==> src/rtl/mul_shiftadd_if.sv <==
// rtl/mul_shiftadd_if.sv - operand/result bundle for the shift-and-add multiplier
interface mul_shiftadd_if #(
    parameter int DATA_W = 32
);
    logic                  en;
    logic                  sign;
    logic                  done;
    logic [DATA_W-1:0]     multiplicand;
    logic [DATA_W-1:0]     multiplier;
    logic [2*DATA_W-1:0]   product;

    // Requester side: drives the run request and operands, reads the result.
    modport master (
        output en,
        output sign,
        output multiplicand,
        output multiplier,
        input  done,
        input  product
    );

    // Multiplier side.
    modport slave (
        input  en,
        input  sign,
        input  multiplicand,
        input  multiplier,
        output done,
        output product
    );
endinterface

==> src/rtl/mul_shiftadd.sv <==
// rtl/mul_shiftadd.sv - iterative shift-and-add multiplier, signed or unsigned
module mul_shiftadd #(
    parameter int DATA_W = 32
) (
    input  logic         clk,
    input  logic         rst_n,
    mul_shiftadd_if.slave bus
);
    // pc must reach DATA_W+2 (HOLD); one spare bit keeps the compare simple.
    localparam int PC_W  = $clog2(DATA_W + 3) + 1;
    // Accumulator: hi part DATA_W+1 bits (carry included), lo part DATA_W bits.
    localparam int ACC_W = 2 * DATA_W + 1;

    localparam logic [PC_W-1:0] PC_LOAD      = '0;
    localparam logic [PC_W-1:0] PC_LAST_ITER = PC_W'(DATA_W);
    localparam logic [PC_W-1:0] PC_SIGN      = PC_W'(DATA_W + 1);
    localparam logic [PC_W-1:0] PC_HOLD      = PC_W'(DATA_W + 2);

    logic [PC_W-1:0]       pc;
    logic [PC_W-1:0]       pc_next;
    logic                  do_load;
    logic                  do_iter;
    logic                  do_sign;

    logic [DATA_W-1:0]     a_mag;
    logic                  neg_res;
    logic [ACC_W-1:0]      acc;
    logic [2*DATA_W-1:0]   product_r;
    logic                  done_r;

    logic [DATA_W-1:0]     a_mag_in;
    logic [DATA_W-1:0]     b_mag_in;
    logic                  neg_res_in;
    logic [DATA_W:0]       hi_sum;
    logic [ACC_W-1:0]      acc_step;
    logic [2*DATA_W-1:0]   acc_lo;
    logic [2*DATA_W-1:0]   product_fix;

    // State register: the step counter, cleared asynchronously by reset.
    always_ff @(posedge clk or negedge rst_n) begin
        if (!rst_n) begin
            pc <= PC_LOAD;
        end else begin
            pc <= pc_next;
        end
    end

    // Next state: en low restarts at LOAD, otherwise count up and park in HOLD.
    always_comb begin
        pc_next = pc;
        if (!bus.en) begin
            pc_next = PC_LOAD;
        end else if (pc != PC_HOLD) begin
            pc_next = pc + PC_W'(1);
        end
    end

    // Output decode: which datapath action happens at the coming edge.
    always_comb begin
        do_load = 1'b0;
        do_iter = 1'b0;
        do_sign = 1'b0;
        if (bus.en) begin
            do_load = (pc == PC_LOAD);
            do_iter = (pc != PC_LOAD) && (pc <= PC_LAST_ITER);
            do_sign = (pc == PC_SIGN);
        end
    end

    // Operand conditioning: signed mode works on magnitudes and remembers the sign.
    // The most negative value negates to itself, which is its correct unsigned magnitude.
    always_comb begin
        a_mag_in   = bus.multiplicand;
        b_mag_in   = bus.multiplier;
        neg_res_in = 1'b0;
        if (bus.sign) begin
            if (bus.multiplicand[DATA_W-1]) begin
                a_mag_in = -bus.multiplicand;
            end
            if (bus.multiplier[DATA_W-1]) begin
                b_mag_in = -bus.multiplier;
            end
            neg_res_in = bus.multiplicand[DATA_W-1] ^ bus.multiplier[DATA_W-1];
        end
    end

    // One partial-product step: conditional add into hi, then shift the whole acc right.
    always_comb begin
        hi_sum = acc[ACC_W-1:DATA_W];
        if (acc[0]) begin
            hi_sum = acc[ACC_W-1:DATA_W] + {1'b0, a_mag};
        end
        acc_step = {1'b0, hi_sum, acc[DATA_W-1:1]};
    end

    // Final sign fix-up; a zero magnitude negates to zero so no negative zero appears.
    always_comb begin
        acc_lo      = acc[2*DATA_W-1:0];
        product_fix = acc_lo;
        if (neg_res) begin
            product_fix = -acc_lo;
        end
    end

    // Datapath registers: load, iterate, publish the product, clear when en drops.
    always_ff @(posedge clk or negedge rst_n) begin
        if (!rst_n) begin
            a_mag     <= '0;
            neg_res   <= 1'b0;
            acc       <= '0;
            product_r <= '0;
            done_r    <= 1'b0;
        end else if (!bus.en) begin
            acc       <= '0;
            product_r <= '0;
            done_r    <= 1'b0;
        end else begin
            if (do_load) begin
                a_mag   <= a_mag_in;
                neg_res <= neg_res_in;
                acc     <= {{(DATA_W + 1){1'b0}}, b_mag_in};
            end
            if (do_iter) begin
                acc <= acc_step;
            end
            if (do_sign) begin
                product_r <= product_fix;
                done_r    <= 1'b1;
            end
        end
    end

    assign bus.done    = done_r;
    assign bus.product = product_r;
endmodule

==> src/flat_wrapper.sv <==
// flat-port wrapper written by rule: the top's interface ports become plain ports
module mul_shiftadd_flat 
#(
    parameter int DATA_W = 32
)
  (clk, rst_n, bus_en, bus_sign, bus_multiplicand, bus_multiplier, bus_done, bus_product);
  mul_shiftadd_if #(.DATA_W(DATA_W)) bus_i ();
  input  logic clk;
  input  logic rst_n;
  input wire logic [$bits(bus_i.en)-1:0] bus_en;
  input wire logic [$bits(bus_i.sign)-1:0] bus_sign;
  input wire logic [$bits(bus_i.multiplicand)-1:0] bus_multiplicand;
  input wire logic [$bits(bus_i.multiplier)-1:0] bus_multiplier;
  output wire logic [$bits(bus_i.done)-1:0] bus_done;
  output wire logic [$bits(bus_i.product)-1:0] bus_product;
  assign bus_i.en = bus_en;
  assign bus_i.sign = bus_sign;
  assign bus_i.multiplicand = bus_multiplicand;
  assign bus_i.multiplier = bus_multiplier;
  assign bus_done = bus_i.done;
  assign bus_product = bus_i.product;
  mul_shiftadd #(.DATA_W(DATA_W)) u_core (.clk(clk), .rst_n(rst_n), .bus(bus_i));
endmodule
==> config.mk <==
export PLATFORM = sky130hd
export DESIGN_NAME = mul_shiftadd_flat
export DESIGN_NICKNAME = d
export VERILOG_FILES = /design/src/rtl/mul_shiftadd_if.sv /design/src/rtl/mul_shiftadd.sv /design/src/flat_wrapper.sv
export SDC_FILE = /design/constraint.sdc
export NUM_CORES = 1
export LEC_CHECK = 0
export CAP_MARGIN = 20
export CORE_MARGIN = 1
export CORE_UTILIZATION = 35
export CTS_BUF_LIST = sky130_fd_sc_hd__clkbuf_8
export DETAILED_ROUTE_END_ITERATION = 8
export SETUP_SLACK_MARGIN = 0.5
export SLEW_MARGIN = 10
export SYNTH_ARGS = -nofsm -noshare
export SYNTH_HDL_FRONTEND = slang
export SYNTH_SLANG_ARGS = --single-unit
==> constraint.sdc <==
create_clock -name clk -period 7.5 [get_ports clk]
set_clock_uncertainty 0.1 [all_clocks]
set_input_delay 1.5 -clock clk [delete_from_list [all_inputs] [get_ports clk]]
set_output_delay 1.5 -clock clk [all_outputs]
set_load 0.02 [all_outputs]
==> impl_metrics.tcl <==
set metrics [dict create \
    syn-mean-instance-area_sq_um 8.482 \
    clock_path_buffers 2 \
    post_cts_buffers 0 \
    post-route-period-util_pct 56.45 \
    finalCriticalPeriod_ns 4.233 \
    cts_repair_resize_count 0 \
    initial_core_util_pct 35.54 \
    post-synth-top-area-fraction_pct 37.71 \
    first_global_vias 9818 \
    cts_tree "done" \
    synthesis.area_sq_um 11210 \
    layout.core_utilization_pct 41.97 \
    worst_relative_slew_slack_pct 33.31 \
    pin_count_of_the_biggest_net_entering_global_routing 106 \
    totalPowerFinal_w 0.002624 \
    final_layout_setup_total_negative_slack_ns 0 \
    ant_nets 0 \
    total_leakage_power_nw 5.462 \
    areaGrowthSynthToFinish_pct 18.12 \
    worstMarginPinSlew_ns 0.9912 \
    grtUsageTotal_pct 20.24 \
    power-per-cell-area_nw_per_um2 198.1 \
    timing.reg2reg.setup_slack_ns 3.59 \
    cts.root.buffer_cell "clkbuf_8" \
    power.ir.vdd_worst_uv 108.3 \
    detailroute.wirelength.met3_microns 1597 \
    cts_inserted_buffers 17 \
    mostFrequentLayoutCell "dfrtp_1" \
    io_buffer_count 132 \
    chipWidth_microns 181.0 \
    drv_slew 0 \
    worstPathRequired_ns 7.71 \
    intPower_w 0.001576 \
    synth_edf_count 0 \
    asyncSetResetFlopFracSynth_pct 100.0 \
    place.detailed.instances 1792 \
    fp.dieArea_sq_um 32760 \
    route.detailed.drc 0 \
    power.share.switching_pct 39.96 \
    slowest_delay_ns 0.63 \
    place_worst_setup_slack_ns 2.795 \
    floorplan.core_area_sq_um 31560 \
    wire_length_the_detailed_router_placed_on_met1_microns 15440 \
    antenna-diode-count 0 \
    cap_violations 0 \
    cts.sink_count 169 \
    layout-drive-gt1-share_pct 4.290 \
    result_of_the_run "completed" \
    postSynth.topFlopCell "dfrtp_1" \
    layout_common_cells "169 x dfrtp_1, 152 x nand2_1, 144 x o21ai_0" \
    worst_setup_sp_type "input pin" \
    detailed_place_hpwl_microns 24340 \
    count_of_non_filler_cells_in_the_finished_layout 1824 \
    unrepaired_setup_endpoints_after_global_routing "no" \
    number_of_buffers_added_to_fix_hold_violations_after_cts 0 \
    critical_path.reg2reg.startpoint "u_core.acc[0]" \
    hold_path_startpoint "u_core.a_mag[5]" \
    slowest_stage "or4_1" \
    top_layer_used "met4" \
    synth.distinct_cells 63 \
    worst_hold_path_type "reg -> reg" \
    crit_path_max_fanout 6 \
    drt-wirelength-per-cell_microns 17.94 \
    final-setup-viol-count 0 \
    wirelength_microns 32720 \
    worstReg2RegEnd "u_core.bus.product[58]" \
    switchingPower_w 0.001048 \
    syn_nets 1430 \
    top_area_cells_in_the_synthesized_netlist "dfrtp_1 38%, o21ai_0 6.4%, xor2_1 5.9%, nand2_1 5.1%, xnor2_1 4.9%" \
    drt_first_iter_violations 662 \
    criticalPathCategory "in -> reg" \
    critPathMostFrequentCell "or4_1" \
    gpl.final_weighted_congestion 0.9198 \
    max_freq_mhz 236.2 \
    clk_pin_slew_worst_paths_ns 0.10 \
    endpoint_kind "register" \
    synth-warning-count 0 \
    nets 1517 \
    crit_path_cell_trace "clkdlybuf4s50_1 > or4_1 > or4_1 > or4_1 > o41ai_1 > xor2_1 > o22ai_1" \
    power.clock.fraction_pct 24.7 \
    die_y_microns 181.0 \
    grt_pass1_wl_microns 53140 \
    worst-endpoint-arrival_ns 4.45 \
    worst_slack_ns 3.267 \
    yosys_register_bits 169 \
    clk_latency_ns 0.47 \
    comb_power_share_pct 32.8 \
    h-tree-depth 4 \
    viasPerCell 5.594 \
    core.rowCount 65 \
    holdPathEnd "u_core.a_mag[5]" \
    met2_wirelength_microns 15350 \
    pwr-share-seq_pct 42.5 \
    drt_first_pass_iters 5 \
    globalRoute.totalOverflow 0 \
    via_count 10200 \
    post_synth_inst_count 1322 \
    register_area_share_after_synthesis_pct 37.71 \
    synth_area_leader_cell "dfrtp_1" \
    finalHoldViolCount 0 \
    reg2regPathDepth 10 \
    grt_antenna_before_repair 0 \
    i_o_pin_count 133 \
    worst_hold_path.num_cells 2 \
]
==> worst max path at each step <==
stage	from	to	slack (ns)	cells after the start
6_report	bus_multiplier[7]	u_core.acc[30]	3.27	7
5_1_grt	bus_multiplier[7]	u_core.acc[30]	3.15	7
4_1_cts	bus_multiplier[7]	u_core.acc[30]	3.28	7
3_5_place_dp	bus_multiplier[7]	u_core.acc[30]	2.79	7
3_3_place_gp	bus_multiplier[7]	u_core.acc[30]	2.80	7
2_1_floorplan	bus_multiplier[9]	u_core.acc[30]	3.51	8
==> kinds of logic (layout without fill, tap and decap cells) <==
family,after synthesis,in the layout,share of synthesized area [%]
buf+inv,103,203,3.459
flops,169,169,37.71
mux,16,16,1.473
simple gates,433,433,18.38
compound gates,422,422,23.59
xor+xnor,139,139,10.86
fa+ha+maj,40,40,4.530
==> registers in the layout, summed over array words and instances (netlist names) <==
signal and cells:
u_core.a_mag 32, u_core.acc 64, u_core.bus.done 1, u_core.pc 7, u_core.bus.product 64, u_core.neg_res 1
==> per-layer routing <==
metal  track usage (%)  vias to the layer above
met5                 0                        -
met4             4.136                        0
met3             2.379                       24
met2             33.42                      282
met1             28.47                     4914
li1                  -                     4983
==> area by class of cell <==
class,instances,area (sq um)
inverter,26,97.59
clock inverter,15,156.4
multi-input combinational,1050,6605
timing repair buffer,145,1420
clock buffer,17,234.0
fill,3216,18310
sequential,169,4229
tap,402,503.0
==> critical path, delay by kind of cell <==
family / cells / cell delay [ns]
buffers and inverters: 1 / 0.53
AO/OA/AOI/OAI: 2 / 0.47
XOR/XNOR: 1 / 0.18
AND/OR/NAND/NOR: 3 / 1.76
==> synth_stat cells, types with 17 or more instances <==
library cell  count
or3_1            17
nor2_1          113
inv_1            26
nor3_1           27
a211oi_1         26
ha_1             39
clkbuf_1         71
o21ai_0         144
xor2_1           76
a21oi_1          88
dfrtp_1         169
nand3_1          26
a22oi_1          38
o31ai_1          23
nand2_1         153
xnor2_1          63
==> metrics by stage <==
step                cell area (sq um)  hold slack (ns)
floorplan                       11210           0.3500
global placement                12850           0.3686
detailed placement              12850           0.3749
CTS                             13250           0.3988
global route                    13250           0.4300
finish                          13250           0.3936
==> power by group through the flow <==
stage                     logic [W]  registers [W]  clock network [W]
final                      0.000861        0.00111           0.000649
after global routing       0.000963        0.00113           0.000700
after CTS                  0.000862        0.00111           0.000664
after detailed placement   0.000860        0.00113                  0
after global placement     0.000850        0.00113                  0
after floorplan            0.000627        0.00108                  0
Power figures use the tool's default switching activity.
